File: config.mk
export PLATFORM = sky130hd
export DESIGN_NAME = datapath_sequencer
export DESIGN_NICKNAME = d
export VERILOG_FILES = /design/src/rtl/datapath_sequencer_pkg.sv /design/src/rtl/datapath_sequencer_instr_decoder.sv /design/src/rtl/datapath_sequencer.sv
export SDC_FILE = /design/constraint.sdc
export NUM_CORES = 1
export LEC_CHECK = 0
export BUFFER_PORTS_ARGS = -buffer_cell sky130_fd_sc_hd__buf_2
export CAP_MARGIN = 30
export CORE_MARGIN = 1
export CORE_UTILIZATION = 25
export DETAILED_ROUTE_END_ITERATION = 7
export GPL_TIMING_DRIVEN = 0
export PLACE_DENSITY = 0.52
export SLEW_MARGIN = 20
export SYNTH_ARGS = -nofsm -noshare
export SYNTH_HDL_FRONTEND = slang
export SYNTH_SLANG_ARGS = --single-unit
File: constraint.sdc
create_clock -name clk -period 1.3 [get_ports clk]
set_clock_uncertainty 0.1 [all_clocks]
set_input_delay 0.13 -clock clk [delete_from_list [all_inputs] [get_ports clk]]
set_output_delay 0.13 -clock clk [all_outputs]
set_load 0.05 [all_outputs]
File: src/rtl/datapath_sequencer_pkg.sv
// Shared encodings for the datapath sequencer: FSM states, ISA opcode/op fields,
// ALU operation and writeback-source codes, and the decoded instruction class.
package seq_pkg;

    typedef enum logic [2:0] {
        WAIT,
        DECODE,
        WR_IMM,
        GET_A,
        GET_B,
        EXEC,
        WR_REG
    } state_t;

    localparam logic [2:0] OPC_MOV    = 3'b110;
    localparam logic [2:0] OPC_ALU    = 3'b101;

    localparam logic [1:0] OP_MOV_IMM = 2'b10;
    localparam logic [1:0] OP_MOV_REG = 2'b00;
    localparam logic [1:0] OP_ADD     = 2'b00;
    localparam logic [1:0] OP_CMP     = 2'b01;
    localparam logic [1:0] OP_AND     = 2'b10;
    localparam logic [1:0] OP_MVN     = 2'b11;

    localparam logic [1:0] ALU_ADD    = 2'b00;
    localparam logic [1:0] ALU_SUB    = 2'b01;
    localparam logic [1:0] ALU_AND    = 2'b10;
    localparam logic [1:0] ALU_NOTB   = 2'b11;

    localparam logic [1:0] VSEL_C     = 2'b00;
    localparam logic [1:0] VSEL_IMM   = 2'b10;

    typedef enum logic [2:0] {
        CLS_MOV_IMM,
        CLS_MOV_REG,
        CLS_ADD_AND,
        CLS_CMP,
        CLS_MVN,
        CLS_ILLEGAL
    } instr_class_t;

endpackage

File: src/rtl/datapath_sequencer_instr_decoder.sv
// Combinational instruction decoder: splits the latched instruction into register
// fields, sign-extends imm8 and classifies the instruction for the sequencer.
module instr_decoder
    import seq_pkg::*;
#(
    parameter int DATA_W    = 16,
    parameter int REG_SEL_W = 3
) (
    input  logic [DATA_W-1:0]    ir,
    output logic [1:0]           op,
    output logic [REG_SEL_W-1:0] rn,
    output logic [REG_SEL_W-1:0] rd,
    output logic [REG_SEL_W-1:0] rm,
    output logic [1:0]           sh,
    output logic [DATA_W-1:0]    sximm8,
    output instr_class_t         cls,
    output logic                 legal
);

    logic [2:0] opcode;

    assign opcode = ir[15:13];
    assign op     = ir[12:11];
    assign rn     = ir[10:8];
    assign rd     = ir[7:5];
    assign sh     = ir[4:3];
    assign rm     = ir[2:0];
    assign sximm8 = {{(DATA_W-8){ir[7]}}, ir[7:0]};

    always_comb begin
        cls = CLS_ILLEGAL;
        if (opcode == OPC_MOV) begin
            if (op == OP_MOV_IMM) begin
                cls = CLS_MOV_IMM;
            end else if (op == OP_MOV_REG) begin
                cls = CLS_MOV_REG;
            end
        end else if (opcode == OPC_ALU) begin
            case (op)
                OP_ADD, OP_AND: cls = CLS_ADD_AND;
                OP_CMP:         cls = CLS_CMP;
                OP_MVN:         cls = CLS_MVN;
                default:        cls = CLS_ILLEGAL;
            endcase
        end
    end

    assign legal = (cls != CLS_ILLEGAL);

endmodule

File: src/rtl/datapath_sequencer.sv
// Multi-cycle Moore controller for the 16-bit ALU datapath: latches an instruction
// in WAIT, then steps through decode, operand fetch, execute and writeback states.
module datapath_sequencer
    import seq_pkg::*;
#(
    parameter int DATA_W    = 16,
    parameter int REG_SEL_W = 3
) (
    input  logic                 clk,
    input  logic                 rst_n,
    input  logic                 s,
    input  logic                 load,
    input  logic [DATA_W-1:0]    in,
    output logic                 w,
    output logic [REG_SEL_W-1:0] readnum,
    output logic [REG_SEL_W-1:0] writenum,
    output logic                 write,
    output logic                 loada,
    output logic                 loadb,
    output logic                 loadc,
    output logic                 loads,
    output logic                 asel,
    output logic                 bsel,
    output logic [1:0]           vsel,
    output logic [1:0]           shift,
    output logic [1:0]           ALUop,
    output logic [DATA_W-1:0]    sximm8,
    output logic                 illegal
);

    state_t              state_q, state_d;
    logic [DATA_W-1:0]   ir_q, ir_d;

    logic [1:0]           op;
    logic [REG_SEL_W-1:0] rn, rd, rm;
    logic [1:0]           sh;
    instr_class_t         cls;
    logic                 legal;

    instr_decoder #(
        .DATA_W    (DATA_W),
        .REG_SEL_W (REG_SEL_W)
    ) u_dec (
        .ir     (ir_q),
        .op     (op),
        .rn     (rn),
        .rd     (rd),
        .rm     (rm),
        .sh     (sh),
        .sximm8 (sximm8),
        .cls    (cls),
        .legal  (legal)
    );

    always_ff @(posedge clk) begin
        if (!rst_n) begin
            state_q <= WAIT;
            ir_q    <= '0;
        end else begin
            state_q <= state_d;
            ir_q    <= ir_d;
        end
    end

    always_comb begin
        state_d  = state_q;
        ir_d     = ir_q;
        w        = 1'b0;
        readnum  = '0;
        writenum = '0;
        write    = 1'b0;
        loada    = 1'b0;
        loadb    = 1'b0;
        loadc    = 1'b0;
        loads    = 1'b0;
        asel     = 1'b0;
        bsel     = 1'b0;
        vsel     = VSEL_C;
        shift    = '0;
        ALUop    = ALU_ADD;
        illegal  = 1'b0;

        case (state_q)
            WAIT: begin
                w = 1'b1;
                // A load and a start on the same edge decode the newly loaded word.
                if (load) ir_d = in;
                if (s)    state_d = DECODE;
            end
            DECODE: begin
                case (cls)
                    CLS_MOV_IMM:          state_d = WR_IMM;
                    CLS_MOV_REG, CLS_MVN: state_d = GET_B;
                    CLS_ADD_AND, CLS_CMP: state_d = GET_A;
                    default: begin
                        illegal = !legal;
                        state_d = WAIT;
                    end
                endcase
            end
            WR_IMM: begin
                writenum = rn;
                vsel     = VSEL_IMM;
                write    = 1'b1;
                state_d  = WAIT;
            end
            GET_A: begin
                readnum = rn;
                loada   = 1'b1;
                state_d = GET_B;
            end
            GET_B: begin
                readnum = rm;
                loadb   = 1'b1;
                state_d = EXEC;
            end
            EXEC: begin
                shift = sh;
                if (cls == CLS_MOV_REG) begin
                    ALUop = ALU_ADD;
                    asel  = 1'b1;
                end else begin
                    ALUop = op;
                end
                if (cls == CLS_CMP) begin
                    loads   = 1'b1;
                    state_d = WAIT;
                end else begin
                    loadc   = 1'b1;
                    state_d = WR_REG;
                end
            end
            WR_REG: begin
                writenum = rd;
                vsel     = VSEL_C;
                write    = 1'b1;
                state_d  = WAIT;
            end
            default: state_d = WAIT;
        endcase
    end

endmodule

**Yosys cells after proc, flatten, opt, wreduce, memory -nomap -nowiden**

Cells that the tools add are included.
Widths: inputs -> output; s select.

- Eq/ne operators: 17
- Muxes and demuxes: 27
- Reduce and logical (&&, ||, !) cells: 10

Operator list:

| operator | number |
|---|---|
| $eq 3x3->1 const B | 6 |
| $mux 3 | 6 |
| $pmux 3 s3 | 2 |
| $pmux 3 s5 | 1 |
| $eq 3x2->1 const B | 4 |
| $mux 1 | 12 |
| $pmux 3 s2 | 2 |
| $mux 2 | 4 |
| $reduce_or 2->1 | 4 |
| $eq 3x1->1 const B | 2 |
| $logic_not 3->1 | 2 |
| $reduce_or 5->1 | 1 |
| $eq 2x2->1 const B | 2 |
| $ne 3x3->1 const B | 1 |
| $eq 2x1->1 const B | 1 |
| $logic_not 2->1 | 1 |
| $ne 2x2->1 const B | 1 |
| $reduce_and 2->1 | 1 |
| $logic_not 1->1 | 1 |

- Bits in registers: 19
- Input port bits: 20
- Word-level logic and storage cells: 56

**Depth between registers and ports, before layout**

- Depth in word-level cells: 9
- Depth in mapped cells: 5

**By module**

A second synthesis with hierarchy kept.

- Cells, all modules: 168
- Area total of the unflattened synthesis: 1331.3 um2

By module, submodules not included:

| module | times used | cells an instance | area an instance (um2) | sequential area each (um2) |
|---|---|---|---|---|
| datapath_sequencer | 1 | 127 | 1013.5 | 380.4 |
| instr_decoder | 1 | 41 | 317.8 | 0.0 |

**Least setup slack after synthesis**

No wires, ideal clock.

- Path kind: register to output
- Start: register state_q[0]
- End: output port readnum[0]
- Arrival: 2.435 ns
- Data required time: 1.070 ns
- Setup slack: -1.365 ns
- Stages on the path, launching flop included: 4
- Buffers on the path: 1
- Cell sequence: dfxtp_1 buf_2 nor3b_1 a22o_1

- Longest elaborated chain between the ends: 2
- Elaborated cells between the ends (all ways): 3
- Classes of those cells: eq/ne: 2; mux: 1

RTL lines:

| element | RTL line | RTL |
|---|---|---|
| start, declared | datapath_sequencer.sv:31 | `state_t state_q, state_d;` |
| start signal, assigned | datapath_sequencer.sv:60 | `state_q <= state_d;` |
| $eq 3x3->1 / $eq 3x2->1 (equally long branches) | datapath_sequencer.sv:83 | `case (state_q)` |
| $pmux 3 s2 (*) | datapath_sequencer.sv:83 |  |
| end, declared | datapath_sequencer.sv:15 | `output logic [REG_SEL_W-1:0] readnum,` |

Mark *: on every way between the ends. The rest lies on a longest branch, timed or not.

**Final worst setup path**

- Start: register state_q[0]
- End: output port readnum[2]

Same word-level chain as after synthesis.

==> results by group <==
Timing
  – RSZ-0062 raised after global routing: yes
  – Pins over their slew limit: 0
  – Setup violators final: 37
  – Fmax: 611 MHz
  – Final period util: 1.26
  – Tmin final: approximately 1.6 ns
  – Worst Hold Slack: -0.00353 ns
  – Worst setup slack after layout: -0.337 ns
  – Final hold vios: 2

Drt
  – Routed vias: 1278
  – First-pass detailed-route iteration total: 6
  – DRT Wirelength: between 3000 and 4000 um
  – DRC Markers: 12
  – Drt initial violations: 81
  – Antenna viol nets, final: 0
  – WL/cell: approximately 13 um
  – Vias/cell: 4.56

Worst setup path
  – Critical path cell sequence: buf_6 -> nor3b_4 -> a22o_4 -> buf_8
  – Slowest CP cell: dfxtp_4
  – Delay-heaviest family, CP: flip-flops
  – Worst Path Required: roughly 1.1 ns
  – Crit-path max FO: 5
  – Crit Path Category: reg2out
  – CP Capture Type: output port
  – Crit-path max cell delay: 0.37 ns
  – Crit path launch type: flip-flop
  – Worst Path Buf+Inv: 2
  – Critical path data arrival time: between 1 and 1.5 ns

Clock network
  – CTS tree: built
  – CTS root buffer: clkbuf_8
  – Clk sinks: 19
  – Skew-Pair Late Insertion Delay: around 0.26 ns
  – CTS Buf Count: 3
  – Worst-path clk slew: about 0.08 ns
  – CTS H-tree depth: 1
  – Clk buf depth: 2

Global routing
  – Overflow after GRT: 0
  – Grt met2 use: 0.248
  – Global Route Usage Sum: 0.151
  – Initial antenna violation count: 0
  – Pin count of the biggest net entering global routing: 12
  – Met3 Usage GRT: 0.0274
  – First-pass GRT wire length: 5790 um
  – Vias in the first global route: 1221
  – GR Util met1: 0.195
  – Busiest layer in global routing: met2

Cells and area
  – ANT cells: 0
  – Filler cell count: approximately 430
  – Share of layout cells above drive strength 1: 0.610
  – Layout area overhead: 86.1%
  – Multi-input logic area: 761 um^2
  – Finished Layout Cells: 280
  – Most frequent cells in the layout: buf_4 (43), nand2_1 (34), buf_2 (25)
  – Nets: 249
  – Most common cell after layout, fill and taps aside: buf_4
  – Register Area: just over 400 um^2

Floorplanning
  – Io pins: 57
  – Starting density of the core: 0.264
  – Die Span Y: 70.5 um
  – Die area: 4970 um^2
  – Core Rows: 24
  – Core Box Area: between 4000 and 5000 um^2
  – Die Width: 70.5 um

Logic synthesis
  – Primary FF master, synth: dfxtp_1
  – Post-synthesis register bit count: 19
  – Post-synth ARST share: 0
  – Cell Area, Synth: 1170 um^2
  – Seq/Total Area, Yosys: 0.324
  – Unique cell type count in the Yosys netlist: 34
  – Gate Count Post-Synth: 145
  – Avg Cell Area, Syn: 8.09 um^2
  – Yosys warns: 0
  – Post-synth EDFFs: 0

Run status
  – Failing checks: DRC, hold timing, setup timing
  – Status: finished with violations

Place
  – Dpl cells: 251
  – Post-DP HPWL: between 2000 and 2500 um
  – Port Buffers: 53
  – Worst slack, placed: -0.504 ns
  – RePlAce Congestion: about 0.79

Power
  – Maximum vdd drop: 0.311 mV
  – Power Density: 728 nW/um^2
  – Pleak: 0.00103 uW

Job
  – Max_cap viols: 0

Worst hold path
  – Hold/Removal Path Class: in2reg
sequential cells by signal, indices dropped and copies added, names as in the netlist:
| register | count |
|---|---|
| state_q | 3 |
| ir_q | 16 |
synthesized netlist by cell type (2+ instances only):
master / n / area (um^2)
a21boi_0: 6 / 45.0
a21boi_1: 10 / 75.1
a22o_1: 3 / 26.3
and2_1: 5 / 31.3
and3b_1: 3 / 26.3
buf_2: 5 / 25.0
buf_4: 18 / 135
clkbuf_1: 4 / 15.0
dfxtp_1: 19 / 380
mux2i_1: 3 / 30.0
nand2_1: 34 / 128
nand3_1: 2 / 10.0
nand3b_1: 2 / 15.0
nor2_1: 5 / 18.8
nor2b_1: 3 / 18.8
nor3b_1: 3 / 22.5
o21ai_0: 2 / 10.0
o21ba_2: 2 / 20.0
worst paths after layout:
kind                   start         end  slack (ns)  cells past startpoint
hold reg to reg      ir_q[5]     ir_q[5]        0.38                      2
setup reg to reg  state_q[2]     ir_q[0]       -0.30                      6
hold / removal        in[12]    ir_q[12]      -0.004                      3
setup / recovery  state_q[0]  readnum[2]       -0.34                      4
per-stage QoR:
step | area [um^2] | power [uW] | setup TNS [ns] | utilization | hold slack (ns)
2_1_floorplan | 1290 | 984 | -3.92 | - | 0.169
3_3_place_gp | 1620 | 1080 | -8.37 | 0.365 | 0.278
3_5_place_dp | 1620 | 1080 | -8.37 | 0.365 | 0.279
4_1_cts | 2110 | 1590 | -7.56 | 0.474 | 0.000212
5_1_grt | 2180 | 1670 | -11.31 | 0.492 | 0.00755
6_report | 2180 | 1590 | -9.56 | 0.492 | -0.00353
layer usage:
layer | vias to the layer above | routed length [um] | share of wire
li1 | 642 | - | -
met1 | 581 | 1600 | 0.46
met2 | 51 | 1650 | 0.47
met3 | 4 | 200 | 0.057
met4 | 0 | 53 | 0.015
met5 | - | 0 | 0
cells by family (layout without fill, tap and decap cells):
kind of cell           count (synthesis)  after routing  share of synthesized area
and+or+nand+nor                       65             65                      0.297
DFF                                   19             19                      0.324
buffers and inverters                 29            111                      0.162
AOI/OAI and AO/OA                     28             28                      0.188
other                                  1              2                    0.00320
muxes                                  3              3                     0.0256
power by group:
part / internal (uW) / switching (uW)
clock: 214 / 224
sequential: 611 / 47.1
combinational: 223 / 269
repair_timing:
action / 4_1_cts / 5_1_grt
resized for setup: 80 / 14
endpoints found under the hold margin: 8 / 0
gates cloned: 2 / 0
pin swaps: 18 / 5
buffers inserted: 13 / 4
setup endpoints to repair: 47 / 41
hold buffers: 8 / 0
worst min-delay path, delay by kind of cell:
family / cells / cell delay, ns
compound gates: 1 / 0.05
buf+inv: 1 / 0.10
simple gates: 1 / 0.05
final cells by class:
| type | instances | area share |
|---|---|---|
| Multi-Input combinational cell | 98 | 0.348 |
| Tap cell | 52 | 0.0298 |
| Clock inverter | 1 | 0.00229 |
| Buffer | 26 | 0.0962 |
| Sequential cell | 19 | 0.186 |
| Clock buffer | 3 | 0.0189 |
| Inverter | 1 | 0.00172 |
| Timing Repair Buffer | 80 | 0.317 |
(Power assumes the default switching activity.)
